==> src/rtl/freq_cursor_pkg.sv <==
// freq_cursor_pkg: shared constants and types for the frequency-to-cursor-span path.
// Optional build macro: FREQ_CURSOR_ROUND_EN (round-to-nearest quotient, wider numerator).
package freq_cursor_pkg;

   // 96 samples per division x 15360
   localparam int SCOPE_NUMERATOR = 1474560;

   localparam int BIN_W     = 17;
   localparam int DIVISOR_W = 23;
   localparam int QUOT_W    = 21;

`ifdef FREQ_CURSOR_ROUND_EN
   // numerator gains divisor/2, so it needs the full divisor width
   localparam int NUM_W     = DIVISOR_W;
   localparam int LAT_VALID = 31;
`else
   localparam int NUM_W     = QUOT_W;
   localparam int LAT_VALID = 29;
`endif
   localparam int LAT_ERROR = 2;

   typedef enum logic [2:0] {
      IDLE,
      CHECK,
      CONVERT,
      MULT,
      DIV,
      DONE
   } state_t;

endpackage

==> src/rtl/freq_to_cursor_span_serial_divider.sv <==
// serial_divider: restoring divider, one quotient bit per clock, NUM_W iterations.
// Ports:
//   clk, rst_n      clock, async active-low reset
//   start           load numerator/divisor when idle
//   numerator       dividend, NUM_W bits
//   divisor         divisor, DEN_W bits, must be non-zero
//   done            high in the cycle of the final iteration
//   quotient        final quotient, valid while done is high
module serial_divider #(
   parameter int NUM_W = 21,
   parameter int DEN_W = 23
) (
   input  logic             clk,
   input  logic             rst_n,
   input  logic             start,
   input  logic [NUM_W-1:0] numerator,
   input  logic [DEN_W-1:0] divisor,
   output logic             done,
   output logic [NUM_W-1:0] quotient
);

   localparam int CNT_W = $clog2(NUM_W + 1);

   logic             busy_q;
   logic [CNT_W-1:0] cnt_q;
   // numerator bits shift out of the top while quotient bits shift in at the bottom
   logic [NUM_W-1:0] num_q;
   logic [DEN_W-1:0] den_q;
   logic [DEN_W-1:0] rem_q;

   logic [DEN_W:0]   rem_shift;
   logic [DEN_W:0]   rem_sub;
   logic             fits;

   always_comb begin
      rem_shift = {rem_q, num_q[NUM_W-1]};
      rem_sub   = rem_shift - {1'b0, den_q};
      // rem_shift < 2*divisor, so the top bit of the difference is the borrow
      fits      = ~rem_sub[DEN_W];
      quotient  = {num_q[NUM_W-2:0], fits};
      done      = busy_q && (cnt_q == CNT_W'(1));
   end

   always_ff @(posedge clk or negedge rst_n) begin
      if (!rst_n) begin
         busy_q <= 1'b0;
         cnt_q  <= '0;
         num_q  <= '0;
         den_q  <= '0;
         rem_q  <= '0;
      end else if (busy_q) begin
         rem_q <= fits ? rem_sub[DEN_W-1:0] : rem_shift[DEN_W-1:0];
         num_q <= quotient;
         cnt_q <= cnt_q - CNT_W'(1);
         if (done) busy_q <= 1'b0;
      end else if (start) begin
         num_q  <= numerator;
         den_q  <= divisor;
         rem_q  <= '0;
         cnt_q  <= CNT_W'(NUM_W);
         busy_q <= 1'b1;
      end
   end

endmodule

==> src/rtl/freq_to_cursor_span.sv <==
// freq_to_cursor_span: converts a 5-digit BCD frequency into a cursor span
//   Span = 1474560 / (TimeScale * freq), Right_Cursor = Left_Cursor + Span (clamped).
// Optional build macro: FREQ_CURSOR_ROUND_EN (round-to-nearest, 31-cycle latency).
// Ports:
//   Main_CLK, Main_RST_n   clock, async active-low reset
//   Start                  request, sampled only in IDLE
//   Freq_BCD               5 BCD digits in Hz, [19:16] most significant
//   TimeScale              horizontal scale, 1..63
//   Left_Cursor            anchor cursor
//   Busy, Done             handshake; Done pulses for one cycle
//   Span, Right_Cursor     results, held until next Done or reset
//   Err, Sat               invalid request / saturated or clamped result
//
// state   | meaning
// IDLE    | waiting for Start
// CHECK   | validate latched digits and scale
// CONVERT | BCD to binary, one digit per cycle, MSD first
// MULT    | divisor = TimeScale * bin, divider loaded
// DIV     | serial division running
// DONE    | results valid, Done pulse
module freq_to_cursor_span
   import freq_cursor_pkg::*;
#(
   parameter int CURSOR_MAX = 511,
   parameter int SPAN_W     = 9
) (
   input  logic              Main_CLK,
   input  logic              Main_RST_n,
   input  logic              Start,
   input  logic [19:0]       Freq_BCD,
   input  logic [5:0]        TimeScale,
   input  logic [SPAN_W-1:0] Left_Cursor,
   output logic              Busy,
   output logic              Done,
   output logic [SPAN_W-1:0] Span,
   output logic [SPAN_W-1:0] Right_Cursor,
   output logic              Err,
   output logic              Sat
);

   localparam int SPAN_MAX = (1 << SPAN_W) - 1;

   state_t state_q, state_d;

   logic [19:0]          freq_q;
   logic [5:0]           ts_q;
   logic [SPAN_W-1:0]    left_q;
   logic [BIN_W-1:0]     bin_q;
   logic [2:0]           digit_cnt;

   logic [SPAN_W-1:0]    span_q;
   logic [SPAN_W-1:0]    right_q;
   logic                 err_q;
   logic                 sat_q;

   logic                 digit_bad;
   logic                 input_bad;
   logic [BIN_W-1:0]     bin_times_ten;
   logic [DIVISOR_W-1:0] product;
   logic [NUM_W-1:0]     numerator;
   logic                 div_start;
   logic                 div_done;
   logic [NUM_W-1:0]     div_quot;

   logic                 span_over;
   logic [SPAN_W-1:0]    span_c;
   logic [SPAN_W:0]      sum_c;
   logic                 clamp_c;
   logic [SPAN_W-1:0]    right_c;

   always_comb begin
      digit_bad = 1'b0;
      for (int i = 0; i < 5; i++) begin
         if (freq_q[4*i +: 4] > 4'd9) digit_bad = 1'b1;
      end
      input_bad     = digit_bad || (freq_q == '0) || (ts_q == '0);
      bin_times_ten = (bin_q << 3) + (bin_q << 1);
      product       = DIVISOR_W'(ts_q) * DIVISOR_W'(bin_q);
`ifdef FREQ_CURSOR_ROUND_EN
      numerator     = NUM_W'(SCOPE_NUMERATOR) + NUM_W'(product >> 1);
`else
      numerator     = NUM_W'(SCOPE_NUMERATOR);
`endif
      div_start     = (state_q == MULT);

      span_over = (div_quot > NUM_W'(SPAN_MAX));
      span_c    = span_over ? '1 : div_quot[SPAN_W-1:0];
      sum_c     = {1'b0, left_q} + {1'b0, span_c};
      clamp_c   = (sum_c > (SPAN_W+1)'(CURSOR_MAX));
      right_c   = clamp_c ? SPAN_W'(CURSOR_MAX) : sum_c[SPAN_W-1:0];
   end

   serial_divider #(
      .NUM_W (NUM_W),
      .DEN_W (DIVISOR_W)
   ) u_div (
      .clk       (Main_CLK),
      .rst_n     (Main_RST_n),
      .start     (div_start),
      .numerator (numerator),
      .divisor   (product),
      .done      (div_done),
      .quotient  (div_quot)
   );

   always_ff @(posedge Main_CLK or negedge Main_RST_n) begin
      if (!Main_RST_n) state_q <= IDLE;
      else             state_q <= state_d;
   end

   always_comb begin
      state_d = state_q;
      unique case (state_q)
         IDLE:    if (Start) state_d = CHECK;
         CHECK:   state_d = input_bad ? DONE : CONVERT;
         CONVERT: if (digit_cnt == 3'd0) state_d = MULT;
         MULT:    state_d = DIV;
         DIV:     if (div_done) state_d = DONE;
         DONE:    state_d = IDLE;
         default: state_d = IDLE;
      endcase
   end

   always_ff @(posedge Main_CLK or negedge Main_RST_n) begin
      if (!Main_RST_n) begin
         freq_q    <= '0;
         ts_q      <= '0;
         left_q    <= '0;
         bin_q     <= '0;
         digit_cnt <= '0;
         span_q    <= '0;
         right_q   <= '0;
         err_q     <= 1'b0;
         sat_q     <= 1'b0;
      end else begin
         case (state_q)
            IDLE: begin
               if (Start) begin
                  freq_q    <= Freq_BCD;
                  ts_q      <= TimeScale;
                  left_q    <= Left_Cursor;
                  bin_q     <= '0;
                  digit_cnt <= 3'd4;
               end
            end
            CHECK: begin
               if (input_bad) begin
                  err_q   <= 1'b1;
                  span_q  <= '0;
                  right_q <= left_q;
                  sat_q   <= 1'b0;
               end
            end
            CONVERT: begin
               bin_q     <= bin_times_ten + BIN_W'(freq_q[19:16]);
               freq_q    <= {freq_q[15:0], 4'h0};
               digit_cnt <= digit_cnt - 3'd1;
            end
            DIV: begin
               // capture on the final iteration so results are valid during DONE
               if (div_done) begin
                  err_q   <= 1'b0;
                  span_q  <= span_c;
                  right_q <= right_c;
                  sat_q   <= span_over || clamp_c;
               end
            end
            default: ;
         endcase
      end
   end

   assign Busy         = (state_q != IDLE) && (state_q != DONE);
   assign Done         = (state_q == DONE);
   assign Span         = span_q;
   assign Right_Cursor = right_q;
   assign Err          = err_q;
   assign Sat          = sat_q;

endmodule

==> config.mk <==
export PLATFORM = sky130hd
export DESIGN_NAME = freq_to_cursor_span
export DESIGN_NICKNAME = d
export VERILOG_FILES = /design/src/rtl/freq_cursor_pkg.sv /design/src/rtl/freq_to_cursor_span_serial_divider.sv /design/src/rtl/freq_to_cursor_span.sv
export SDC_FILE = /design/constraint.sdc
export NUM_CORES = 1
export LEC_CHECK = 0
export ABC_CLOCK_PERIOD_IN_PS = 6200
export CORE_ASPECT_RATIO = 1.4
export CORE_MARGIN = 8
export CORE_UTILIZATION = 45
export DETAILED_ROUTE_END_ITERATION = 8
export DONT_BUFFER_PORTS = 1
export REMOVE_ABC_BUFFERS = 1
export SETUP_SLACK_MARGIN = 0.2
export SLEW_MARGIN = 30
export SYNTH_ARGS = -nofsm -noshare
export SYNTH_HDL_FRONTEND = slang
export SYNTH_SLANG_ARGS = --single-unit
==> constraint.sdc <==
create_clock -name Main_CLK -period 6.2 [get_ports Main_CLK]
set_clock_uncertainty 0.15 [all_clocks]
set_input_delay 0.62 -clock Main_CLK [delete_from_list [all_inputs] [get_ports Main_CLK]]
set_output_delay 0.62 -clock Main_CLK [all_outputs]
set_load 0.02 [all_outputs]
==> results.rst, run 1 <==
.. list-table::
   :header-rows: 1

   * - Metric
     - Value
   * - Worst setup EP type
     - flip-flop
   * - Warnings from Yosys
     - 0
   * - Gate count after technology mapping
     - 1337
   * - Global routing met2 resource utilization
     - 32.0%
   * - Post-layout net count
     - about 1500
   * - Via total after detailed routing
     - 9014
   * - Utilization of the core after routing
     - 48.5%
   * - Violations in the final reports
     - negative hold slack
   * - Async set-or-reset flop fraction in the synthesized netlist
     - 100%
   * - Data arrival time of the critical path
     - between 4 and 5 ns
   * - Power Density
     - 477 nW/um^2
   * - Worst slew slack as a fraction of its limit
     - 40.0%
   * - Classification of the worst setup path
     - reg -> reg
   * - Number of violations of the max-capacitance limit
     - 0
   * - Worst ir drop on vdd
     - between 0.2 and 0.25 mV
   * - Endpoint required time on the critical path
     - between 6 and 7 ns
   * - Global-route wire length before repair
     - 46200 microns
   * - Initial drt markers
     - 475
   * - CTS H-Tree Depth
     - 4
   * - TritonCTS clock tree
     - built
   * - DRC
     - 0
   * - Register bit total from synthesis
     - around 150
   * - Dominant synthesized flop cell
     - sky130_fd_sc_hd__dfrtp_1
   * - Worst hold path type
     - in -> async
   * - CP Buf/Inv Count
     - 1
   * - Largest driver fanout on the critical path
     - 11
   * - Fraction of layout instances using a drive strength above 1
     - 4.94%
   * - Overall global routing resource usage
     - 17.7%
   * - Number of search-and-repair iterations in the first detailed-routing pass
     - 7
   * - Summed negative setup slack over all endpoints
     - 0 ns
   * - Critical path's slowest cell
     - sky130_fd_sc_hd__a211oi_2
   * - Delay contributed by the slowest stage of the critical path
     - 0.78 ns
   * - Part of the Yosys area used for sequential elements
     - 32.4%
   * - Overall die area
     - 31400 sq um
   * - Setup violations, final
     - 0
   * - Cell types occupying the most area after synthesis
     - sky130_fd_sc_hd__dfrtp_1, sky130_fd_sc_hd__fa_1, sky130_fd_sc_hd__ha_1
   * - Unrepaired setup endpoints after global routing
     - no
   * - Number of global-route vias before repair
     - between 9000 and 10000
   * - Antenna diodes
     - 0
   * - Global routing usage on met1
     - 21.2%
   * - Row count
     - 70
   * - Critical path's top delay family
     - compound AO/OA/AOI/OAI gates
   * - EDFF count, synth
     - 0
   * - Clock transition at the registers of the reported paths
     - 0.07 ns
   * - Library cells used by synthesis
     - 70
   * - Timing-limited maximum frequency
     - 0.210 GHz
   * - Root Buffer
     - sky130_fd_sc_hd__clkbuf_16
   * - DPL Wire Length
     - 19300 microns
   * - Area after detailed placement
     - 11900 sq um
   * - Share of the synthesized area in the top cell type
     - 32.4%
   * - Pin slew with the least headroom to its limit
     - roughly 0.9 ns
   * - Pin count of the biggest net entering global routing
     - 152
   * - Number of buffers created by CTS
     - 17
   * - Chip width
     - 152 microns
   * - DRT antenna net count
     - 0
   * - Portion of the clock cycle consumed by the worst path in the final layout
     - 77.0%
   * - Global-route met3 utilization
     - 2.48%
   * - Time the final worst path needs with I/O delays and setup
     - 4.77 ns
   * - Overall die height
     - 207 microns
   * - Final Hold Viols
     - 4
   * - CTS Sinks
     - 151
   * - Most frequently used cell type in the post-synthesis netlist
     - sky130_fd_sc_hd__nand2_1
   * - Run status
     - complete, but fails checks
   * - Mean number of vias per cell
     - 5.49
   * - Antenna violations before repair
     - 0
   * - Area delta synth->final
     - 7.20%
   * - Post-CTS sizing
     - 0
   * - Floorplan Core Area
     - between 20000 and 30000 sq um
   * - Detail-routed net length per standard cell
     - 16.2 microns
   * - Final wirelength
     - ~27000 microns
   * - Buffer levels on the longest clock path
     - 2
   * - Count of final max-slew check failures
     - 0
   * - Leak Pwr
     - approximately 0.0061 uW
   * - Clk Latency, worst-skew pair
     - 0.43 ns
   * - Residual overflow from global routing
     - 0
   * - Most used routing layer in global routing
     - met2
   * - Worst slack on hold paths
     - -0.0230 ns
   * - Top cells by count, synth
     - sky130_fd_sc_hd__nand2_1, sky130_fd_sc_hd__dfrtp_1, sky130_fd_sc_hd__inv_1
   * - Final Wtd Congestion
     - 0.862
   * - Starting Density
     - 45.2%
   * - Top cell type by total area after synthesis
     - sky130_fd_sc_hd__dfrtp_1
   * - Number of port buffers
     - 0
   * - Syn Std Cell Area
     - 11700 sq um
   * - Synthesized area divided by synthesized cell count
     - between 8 and 9 sq um
   * - Design Area, Final
     - 12500 sq um
   * - Critical path launch point type
     - flip-flop
   * - Cells traversed along the worst timing path
     - ha_1 -> and3_4 -> nand3_2 -> a211o_1 -> a21oi_2 -> nor3_2 -> a211oi_2 -> or3_4 -> ha_1 -> inv_1 -> fa_1 -> nor2b_1 -> o21ai_0 -> a21boi_0 -> o21ai_0 -> and2_1 -> o31ai_1 -> mux2i_1 -> a21oi_1
   * - I/O pin count
     - 60
==> final cells by class <==
class / count / area [sq um]
sequential: 151 / 3780
tap: 324 / 405
clock inverter: 10 / 131
timing repair buffer: 12 / 110
fill: 2402 / 13300
inverter: 126 / 473
clock buffer: 22 / 474
multi-input combinational: 996 / 7150
==> worst reg2reg max path, cell delays in order, from the launching register on <==
cell                       delay (ns)
sky130_fd_sc_hd__dfrtp_1         0.40
sky130_fd_sc_hd__ha_1            0.38
sky130_fd_sc_hd__and3_4          0.23
sky130_fd_sc_hd__nand3_2         0.07
sky130_fd_sc_hd__a211o_1         0.28
sky130_fd_sc_hd__a21oi_2         0.14
sky130_fd_sc_hd__nor3_2          0.09
sky130_fd_sc_hd__a211oi_2        0.78
sky130_fd_sc_hd__or3_4           0.27
sky130_fd_sc_hd__ha_1            0.16
sky130_fd_sc_hd__inv_1           0.06
sky130_fd_sc_hd__fa_1            0.41
sky130_fd_sc_hd__nor2b_1         0.12
sky130_fd_sc_hd__o21ai_0         0.11
sky130_fd_sc_hd__a21boi_0        0.26
sky130_fd_sc_hd__o21ai_0         0.16
sky130_fd_sc_hd__and2_1          0.20
sky130_fd_sc_hd__o31ai_1         0.20
sky130_fd_sc_hd__mux2i_1         0.10
sky130_fd_sc_hd__a21oi_1         0.12
==> state kept, by name, indices dropped and copies added (netlist names), 6 cells and up <==
name          flops
u_div.rem_q      23
Right_Cursor      9
left_q            9
Span              9
u_div.num_q      21
freq_q           20
bin_q            17
u_div.den_q      23
ts_q              6
==> layer usage <==
layer  share of wire, %  vias to the layer above  routed length, microns
met4                2.1                        0                     549
met3                2.0                       33                     523
met5                  0                        -                       0
met2                 51                      102                   13600
li1                   -                     4498                       -
met1                 45                     4381                   11900
==> through the flow <==
stage	setup WS, ns	std cells	hold WS [ns]	power, uW
floorplan	1.65	1273	0.174	4080
global placement	1.53	1608	0.179	4840
detailed placement	1.48	1608	0.178	4890
CTS	1.46	1641	0.0826	6020
global route	1.08	1641	0.0923	6510
finish	1.43	1641	-0.0230	5970
==> final timing paths <==
path                                      start              end  slack (ns)  cells past startpoint
worst min-delay path                 Main_RST_n        freq_q[6]       -0.02                      1
worst max-delay path             u_div.rem_q[8]  Right_Cursor[8]        1.43                     19
worst min register to register  u_div.den_q[16]  u_div.den_q[16]        0.33                      2
min in group Main_CLK            Left_Cursor[6]        left_q[6]        0.15                      2
max in group asynchronous            Main_RST_n  u_div.den_q[20]        5.21                      1
worst max register to register   u_div.rem_q[8]  Right_Cursor[8]        1.43                     19
==> kinds of logic (layout without fill, tap and decap cells) <==
| kind of cell | count (synthesis) | count (layout) | share of synthesized area [%] |
|---|---|---|---|
| AND/OR/NAND/NOR | 476 | 476 | 18.1 |
| AO/OA/AOI/OAI | 302 | 302 | 17.3 |
| buffers and inverters | 190 | 170 | 6.50 |
| adder cells (fa/ha/maj) | 160 | 160 | 21.3 |
| flip-flops | 151 | 151 | 32.4 |
| XOR/XNOR | 52 | 52 | 3.90 |
| multiplexers | 6 | 6 | 0.557 |
==> layout by cell type, fill, tap and decap left out, types with 5 or more instances in the layout <==
cell type	instances
sky130_fd_sc_hd__nor2_1	66
sky130_fd_sc_hd__inv_1	126
sky130_fd_sc_hd__or3_1	10
sky130_fd_sc_hd__a211oi_1	5
sky130_fd_sc_hd__a31o_2	6
sky130_fd_sc_hd__a21o_1	18
sky130_fd_sc_hd__nand3b_1	6
sky130_fd_sc_hd__a21oi_1	49
sky130_fd_sc_hd__o22ai_1	8
sky130_fd_sc_hd__ha_1	95
sky130_fd_sc_hd__xor2_1	23
sky130_fd_sc_hd__a221o_1	10
sky130_fd_sc_hd__o31ai_1	12
sky130_fd_sc_hd__nand3_1	19
sky130_fd_sc_hd__o21a_1	9
sky130_fd_sc_hd__a31oi_1	24
sky130_fd_sc_hd__a22o_1	18
sky130_fd_sc_hd__o21ai_1	8
sky130_fd_sc_hd__nor3_1	26
sky130_fd_sc_hd__dfrtp_1	151
sky130_fd_sc_hd__and3_1	8
sky130_fd_sc_hd__and2_1	24
sky130_fd_sc_hd__nor2b_1	7
sky130_fd_sc_hd__nor4_1	10
sky130_fd_sc_hd__nand2b_1	9
sky130_fd_sc_hd__o211ai_1	9
sky130_fd_sc_hd__o21ai_0	78
sky130_fd_sc_hd__clkbuf_16	17
sky130_fd_sc_hd__a32o_1	6
sky130_fd_sc_hd__buf_4	11
sky130_fd_sc_hd__nand2_1	272
sky130_fd_sc_hd__xnor2_1	29
sky130_fd_sc_hd__fa_1	65
==> power by group <==
part,internal (uW),leakage (uW),switching [uW]
clock network,635,0.000294,448
logic,1260,0.00389,1760
registers,1360,0.00196,512
total,3260,0.00614,2710
==> what timing repair did <==
action                     in CTS  in global routing
hold buffers                    1                  0
hold endpoints to repair      151                  0
setup endpoints to repair       0                  0
buffers inserted                0                  0
Power figures use the tool's default switching activity.
==> run 2: changes to the inputs <==
Settings changed: ABC_CLOCK_PERIOD_IN_PS 6200 to 3900.
Clock period 6.2 ns to 3.9 ns, I/O delays scaled along.
==> run 2 against run 1 <==
Net effect:
- the flow finishes with violations (negative hold slack, negative setup slack)
- cell area up 18%
- die area unchanged
- sequential power is 54% higher
- utilization grew 8.7 points
- setup slack worse by 1.6 ns
- fmax is 16% higher
- non-clock buffer count grew 208
- largest cell class unchanged
==> results.rst, run 2 (synthesis gave the netlist of run 1 again) <==
.. list-table::
   :header-rows: 1

   * - Metric
     - Value
   * - Initial drt markers
     - 445
   * - Overall global routing resource usage
     - 18.8%
   * - Worst ir drop on vdd
     - 0.398 mV
   * - End of the worst register-to-register path
     - u_div.den_q[20]
   * - Portion of the clock cycle consumed by the worst path in the final layout
     - 106%
   * - Flop2flop setup slack
     - -0.22 ns
   * - Setup violations, final
     - 15
   * - Worst slack on hold paths
     - -0.501 ns
   * - Final WS setup
     - -0.218 ns
   * - DRT antenna net count
     - 0
   * - Floorplan Core Area
     - 25800 sq um
   * - Overall die height
     - between 200 and 250 microns
   * - Row count
     - 70
   * - Mean number of vias per cell
     - approximately 5.4
   * - Clk Latency, worst-skew pair
     - 0.44 ns
   * - Root Buffer
     - sky130_fd_sc_hd__clkbuf_16
   * - Detail-routed net length per standard cell
     - 15.9 microns
   * - Largest driver fanout on the critical path
     - 8
   * - Fraction of layout instances using a drive strength above 1
     - 22.3%
   * - Global-route wire length before repair
     - 49100 microns
   * - Endpoint required time on the critical path
     - 4.09 ns
   * - Cells traversed along the worst timing path
     - buf_6 -> nand2_2 -> fa_1 -> inv_1 -> fa_1 -> fa_1 -> ha_1 -> and3_4 -> a221o_1 -> nand2_2 -> a311oi_2 -> buf_4 -> o21a_1 -> o21a_1 -> o31ai_2
   * - Post-layout net count
     - 1710
   * - Reg2Reg Launch Point
     - ts_q[5]
   * - Delay contributed by the slowest stage of the critical path
     - 0.53 ns
   * - Worst setup slack after placement
     - -0.506 ns
   * - Via total after detailed routing
     - 9967
   * - TritonCTS clock tree
     - built
   * - Unrepaired setup endpoints after global routing
     - yes
   * - Pin slew with the least headroom to its limit
     - around 0.94 ns
   * - Worst slew slack as a fraction of its limit
     - 37.1%
   * - Clock transition at the registers of the reported paths
     - 0.07 ns
   * - CTS Sinks
     - 151
   * - Classification of the worst setup path
     - reg -> reg
   * - Run status
     - complete, but fails checks
   * - Violations in the final reports
     - negative hold slack, negative setup slack
   * - Number of violations of the max-capacitance limit
     - 0
   * - DPL Wire Length
     - 20800 microns
   * - Worst setup EP type
     - flip-flop
   * - Chip width
     - 152 microns
   * - Summed negative setup slack over all endpoints
     - -1.57 ns
   * - Overall die area
     - around 31000 sq um
   * - Number of search-and-repair iterations in the first detailed-routing pass
     - 4
   * - CTS H-Tree Depth
     - 4
   * - Number of global-route vias before repair
     - 10300
   * - Starting Density
     - 45.2%
   * - Worst setup path startpoint
     - ts_q[5]
   * - Number of port buffers
     - 0
   * - Commonest non-fill, non-tap cell in the layout
     - sky130_fd_sc_hd__nand2_1
   * - Antenna violations before repair
     - 1
   * - Timing-limited maximum frequency
     - 0.243 GHz
   * - Time the final worst path needs with I/O delays and setup
     - 4.12 ns
   * - Final wirelength
     - slightly below 30000 microns
   * - Count of final max-slew check failures
     - 0
   * - Power Density
     - 758 nW/um^2
   * - Buffer levels on the longest clock path
     - 2
   * - End point of the critical path
     - u_div.den_q[20]
   * - Area delta synth->final
     - 26.5%
   * - DRC
     - 0
   * - Residual overflow from global routing
     - 0
   * - Largest registers
     - u_div.den_q (23), u_div.rem_q (23), u_div.num_q (21)
   * - Number of buffers created by CTS
     - 17
   * - Pin count of the biggest net entering global routing
     - 152
   * - Data arrival time of the critical path
     - 4.31 ns
   * - Number of buffers inserted for hold repair after clock tree synthesis
     - 34
   * - Critical path's slowest cell
     - sky130_fd_sc_hd__fa_1
   * - Commonest cells after routing, fill and taps aside
     - sky130_fd_sc_hd__nand2_1, sky130_fd_sc_hd__buf_4, sky130_fd_sc_hd__dfrtp_1, sky130_fd_sc_hd__inv_1, sky130_fd_sc_hd__ha_1
   * - Depth of the most critical reg-to-reg path
     - 15
   * - Final Hold Viols
     - 151
   * - Leak Pwr
     - 0.00723 uW
   * - Filler cell count in the final layout
     - roughly 2200
   * - Final Wtd Congestion
     - 0.848
   * - Cell occurring most often along the worst timing path
     - sky130_fd_sc_hd__fa_1
   * - Critical path launch point type
     - flip-flop
   * - Worst hold path type
     - in -> async
   * - I/O pin count
     - 60
[run 2: cell count changes in the layout (fill, tap and decap cells not counted), sizes merged]
cell	change
diode	+1
dlygate4sd3	+34
buf	+174
bufinv	+1
clkinv	+3
clkbuf	-2
inv	-1
clkinvlp	-1
[run 2: how the worst min path moves through the flow]
| stage | to | slack [ns] | start |
|---|---|---|---|
| after global routing | freq_q[9] | -0.52 | Main_RST_n |
| final | freq_q[6] | -0.50 | Main_RST_n |
| after floorplan | Err | -0.06 | Main_RST_n |
| after CTS | freq_q[4] | -0.52 | Main_RST_n |
| after detailed placement | freq_q[6] | -0.05 | Main_RST_n |
| after global placement | freq_q[6] | -0.05 | Main_RST_n |
[run 2: where the power goes]
| group | internal (uW) | leakage (uW) | total, uW | switching (uW) |
|---|---|---|---|---|
| clock network | 1050 | 0.000307 | 1760 | 706 |
| registers | 2180 | 0.00194 | 2890 | 706 |
| logic | 3160 | 0.00498 | 6560 | 3400 |
| total | 6390 | 0.00723 | 11200 | 4810 |
[run 2: through the flow]
stage | total power [uW] | instances | area [sq um] | util, % | hold slack (ns)
global placement | 8300 | 1738 | 12900 | 49.8 | -0.0518
floorplan | 6490 | 1273 | 11400 | - | -0.0556
global route | 12100 | 1850 | 14800 | 57.2 | -0.523
finish | 11200 | 1850 | 14800 | 57.2 | -0.501
detailed placement | 8400 | 1738 | 12900 | 49.8 | -0.0523
CTS | 10700 | 1828 | 14300 | 55.5 | -0.524
[run 2: area by class of cell]
type / instances / area (sq um) / area share, %
clock buffers: 20 / 457 / 3.09
flip-flops and latches: 151 / 3790 / 25.6
diodes: 1 / 2.50 / 0.0169
inverters: 126 / 473 / 3.20
clock inverters: 12 / 164 / 1.11
repair buffers: 220 / 1800 / 12.2
well taps: 324 / 405 / 2.74
multi-input cells: 996 / 7690 / 52.0
[run 2: layer usage]
layer	global-route usage [%]	part of all wire (%)	vias up
met1	20.9	41	4837
met5	0	0	-
met2	35.7	53	167
met4	7.77	2.9	0
met3	2.63	2.5	55
li1	-	-	4908
[run 2: critical path: cells and delay by family (launching register included)]
family | cells | cell delay (ns)
AOI/OAI and AO/OA | 5 | 0.99
DFF | 1 | 0.49
buffers and inverters | 3 | 0.33
and+or+nand+nor | 3 | 0.31
adders and majority gates | 4 | 1.75
[run 2: what timing repair did]
| action | 4_1_cts | 5_1_grt |
|---|---|---|
| setup buffers | 24 | 21 |
| endpoints found under the hold margin | 185 | 151 |
| pin swaps | 73 | 49 |
| endpoints found under the setup margin | 26 | 27 |
| resized for setup | 92 | 65 |
==> run 3: changes to the inputs <==
Settings changed: CORE_UTILIZATION 45 to 35, CTS_CLUSTER_SIZE set to 12.
==> run 3 against run 2 <==
Net effect:
- the flow still finishes with violations (negative hold slack, negative setup slack)
- critical path depth increased by 2
- utilization down 12 points
- register-to-register slack worse by 0.05 ns
- first-iteration DRC count grew 23%
- cell area up 0.64%
- setup slack worse by 0.054 ns
- routed wire length increased by 3.7%
- critical endpoint is now u_div.den_q[11]
- sequential cell count did not move
- clock-buffer cell count decreased by 2
- critical path type unchanged
==> results.rst, run 3 (synthesis gave the netlist of run 1 again) <==
.. list-table::
   :header-rows: 1

   * - Metric
     - Value
   * - Run status
     - complete, but fails checks
   * - Violations in the final reports
     - negative hold slack, negative setup slack
   * - Timing-limited maximum frequency
     - 0.240 GHz
   * - Number of buffers inserted for hold repair after clock tree synthesis
     - 35
   * - Classification of the worst setup path
     - reg -> reg
   * - Worst ir drop on vdd
     - ~0.36 mV
   * - DRT antenna net count
     - 0
   * - Share of total power in the clock network
     - 15.6%
   * - CTS H-Tree Depth
     - 4
   * - Final Wtd Congestion
     - 0.858
   * - Area after detailed placement
     - roughly 13000 sq um
   * - Largest registers
     - u_div.den_q (23), u_div.rem_q (23), u_div.num_q (21)
   * - Portion of the clock cycle consumed by the worst path in the final layout
     - 107%
   * - Detail-routed net length per standard cell
     - 15.5 microns
   * - Number of global-route vias before repair
     - 10500
   * - Buffer levels on the longest clock path
     - 2
   * - Delay contributed by the slowest stage of the critical path
     - 0.54 ns
   * - Worst slack on hold paths
     - -0.498 ns
   * - Cell occurring most often along the worst timing path
     - sky130_fd_sc_hd__fa_1
   * - Worst hold path type
     - in -> async
   * - Largest driver fanout on the critical path
     - 4
   * - Time the final worst path needs with I/O delays and setup
     - 4.17 ns
   * - Area delta synth->final
     - 27.3%
   * - Via total after detailed routing
     - around 10000
   * - Overall die area
     - 39600 sq um
   * - Count of final max-slew check failures
     - 0
   * - Antenna diodes
     - 0
   * - Endpoint required time on the critical path
     - between 4 and 5 ns
   * - Post-layout net count
     - 1703
   * - Critical path's slowest cell
     - sky130_fd_sc_hd__fa_1
   * - Setup violations, final
     - 15
   * - Residual overflow from global routing
     - 0
   * - Part of the power in combinational logic
     - 58.3%
   * - Commonest non-fill, non-tap cell in the layout
     - sky130_fd_sc_hd__nand2_1
   * - Mean number of vias per cell
     - 5.10
   * - End of the worst register-to-register path
     - u_div.den_q[11]
   * - Final wirelength
     - 30400 microns
   * - Leak Pwr
     - 0.00715 uW
   * - Switching power
     - 4850 uW
   * - Depth of the most critical reg-to-reg path
     - 17
   * - Global routing usage on met1
     - between 10% and 20%
   * - Internal cell power
     - 6200 uW
   * - Initial drt markers
     - between 500 and 600
   * - Number of buffers created by CTS
     - 17
   * - Floorplan Core Area
     - 33100 sq um
   * - Global routing met2 resource utilization
     - 29.4%
   * - Net switching share of the total power
     - 43.9%
   * - TritonCTS clock tree
     - built
   * - Number of search-and-repair iterations in the first detailed-routing pass
     - 6
   * - Pin slew with the least headroom to its limit
     - 0.763 ns
   * - DPL Wire Length
     - approximately 22000 microns
   * - DRC
     - 0
   * - Cells traversed along the worst timing path
     - buf_6 -> and2_4 -> fa_1 -> inv_1 -> fa_1 -> fa_1 -> inv_2 -> ha_4 -> a21o_1 -> a21oi_2 -> buf_4 -> o21bai_1 -> a21oi_2 -> o21bai_1 -> a21oi_1 -> xor2_1 -> o21ai_0
   * - Overall die height
     - approximately 230 microns
   * - Design Area, Final
     - 14900 sq um
   * - Most used routing layer in global routing
     - met2
   * - Pin count of the biggest net entering global routing
     - 152
   * - CTS Sinks
     - around 150
   * - Number of port buffers
     - 0
   * - Clk Latency, worst-skew pair
     - approximately 0.43 ns
   * - Number of violations of the max-capacitance limit
     - 0
   * - Global-route met3 utilization
     - about 1.8%
   * - Row count
     - 79
   * - Part of the power in registers
     - 26.1%
   * - Starting Density
     - 35.3%
   * - Final WS setup
     - -0.272 ns
   * - Final Hold Viols
     - 151
   * - Fraction of layout instances using a drive strength above 1
     - between 20% and 30%
   * - Worst slew slack as a fraction of its limit
     - between 40% and 50%
   * - Overall power of the completed layout
     - 11100 uW
   * - Overall global routing resource usage
     - around 16%
   * - Global-route wire length before repair
     - ~50000 microns
   * - Reg2Reg Launch Point
     - ts_q[2]
   * - Worst setup EP type
     - flip-flop
   * - Chip width
     - 170 microns
   * - Critical path launch point type
     - flip-flop
   * - I/O pin count
     - 60
   * - Root Buffer
     - sky130_fd_sc_hd__clkbuf_16
   * - Data arrival time of the critical path
     - 4.32 ns
   * - Power Density
     - 743 nW/um^2
   * - Commonest cells after routing, fill and taps aside
     - sky130_fd_sc_hd__nand2_1, sky130_fd_sc_hd__buf_4, sky130_fd_sc_hd__dfrtp_1, sky130_fd_sc_hd__inv_1, sky130_fd_sc_hd__ha_1
   * - Summed negative setup slack over all endpoints
     - -2.15 ns
   * - Antenna violations before repair
     - 0
   * - Clock transition at the registers of the reported paths
     - 0.07 ns
   * - Unrepaired setup endpoints after global routing
     - yes
   * - Flop2flop setup slack
     - -0.27 ns
-- run 3: cell types whose count changed in the layout (fill, tap and decap cells not counted), moves of 3 or more --
| cell | delta |
|---|---|
| sky130_fd_sc_hd__inv_1 | -3 |
| sky130_fd_sc_hd__nor3_4 | -3 |
| sky130_fd_sc_hd__ha_1 | -5 |
| sky130_fd_sc_hd__nand2_2 | -5 |
| sky130_fd_sc_hd__ha_4 | +5 |
| sky130_fd_sc_hd__nor3_2 | +3 |
| sky130_fd_sc_hd__inv_2 | +3 |
| sky130_fd_sc_hd__nand2_1 | +4 |
| sky130_fd_sc_hd__buf_4 | -3 |
| sky130_fd_sc_hd__buf_6 | -4 |
-- run 3: worst max path at each step --
stage	startpoint	end	slack [ns]	cells past startpoint
5_1_grt	ts_q[2]	u_div.den_q[11]	-0.42	17
3_3_place_gp	ts_q[1]	u_div.den_q[21]	-0.51	15
2_1_floorplan	u_div.rem_q[8]	Right_Cursor[8]	-0.65	19
3_5_place_dp	ts_q[1]	u_div.den_q[21]	-0.57	15
4_1_cts	ts_q[2]	u_div.den_q[20]	-0.22	16
6_report	ts_q[2]	u_div.den_q[11]	-0.27	17
-- run 3: repair_timing --
action | 4_1_cts | 5_1_grt
setup endpoints to repair | 25 | 29
hold endpoints to repair | 186 | 151
gates resized for setup | 98 | 53
pin swaps | 73 | 32
setup buffers | 28 | 12
-- run 3: layout make-up --
type,instances,area [sq um]
Clock buffer,18,439
Clock inverter,14,165
Fill cell,3080,18200
Inverter,126,473
Multi-Input combinational cell,996,7710
Sequential cell,151,3790
Tap cell,445,557
Timing Repair Buffer,213,1740
-- run 3: stage by stage --
stage	setup slack [ns]	hold WS, ns	utilization [%]	cells
final	-0.272	-0.498	44.9	1963
after global routing	-0.425	-0.522	44.9	1963
after CTS	-0.225	-0.519	43.9	1951
after detailed placement	-0.568	-0.0524	39.2	1856
after global placement	-0.508	-0.0516	39.2	1856
after floorplan	-0.650	-0.0556	-	1273
-- run 3: power by group through the flow --
stage	Sequential (uW)	Combinational, uW	Clock, uW
after global routing	2970	7130	1820
final	2890	6450	1720
after detailed placement	2900	5500	0
after floorplan	2790	3700	0
after CTS	2870	6050	1750
after global placement	2880	5390	0
-- run 3: metal layers --
metal	routed length, microns	vias up	part of all wire [%]
li1	-	4880	-
met3	687	55	2.3
met4	679	0	2.2
met2	16300	161	54
met1	12800	4913	42
met5	0	-	0
-- run 3: critical path: cells and delay by family, from the launching register on --
family          cells  cell delay [ns]
compound gates      7             0.98
xor+xnor            1             0.15
buf+inv             4             0.40
fa+ha+maj           4             1.77
flops               1             0.47
simple gates        1             0.13
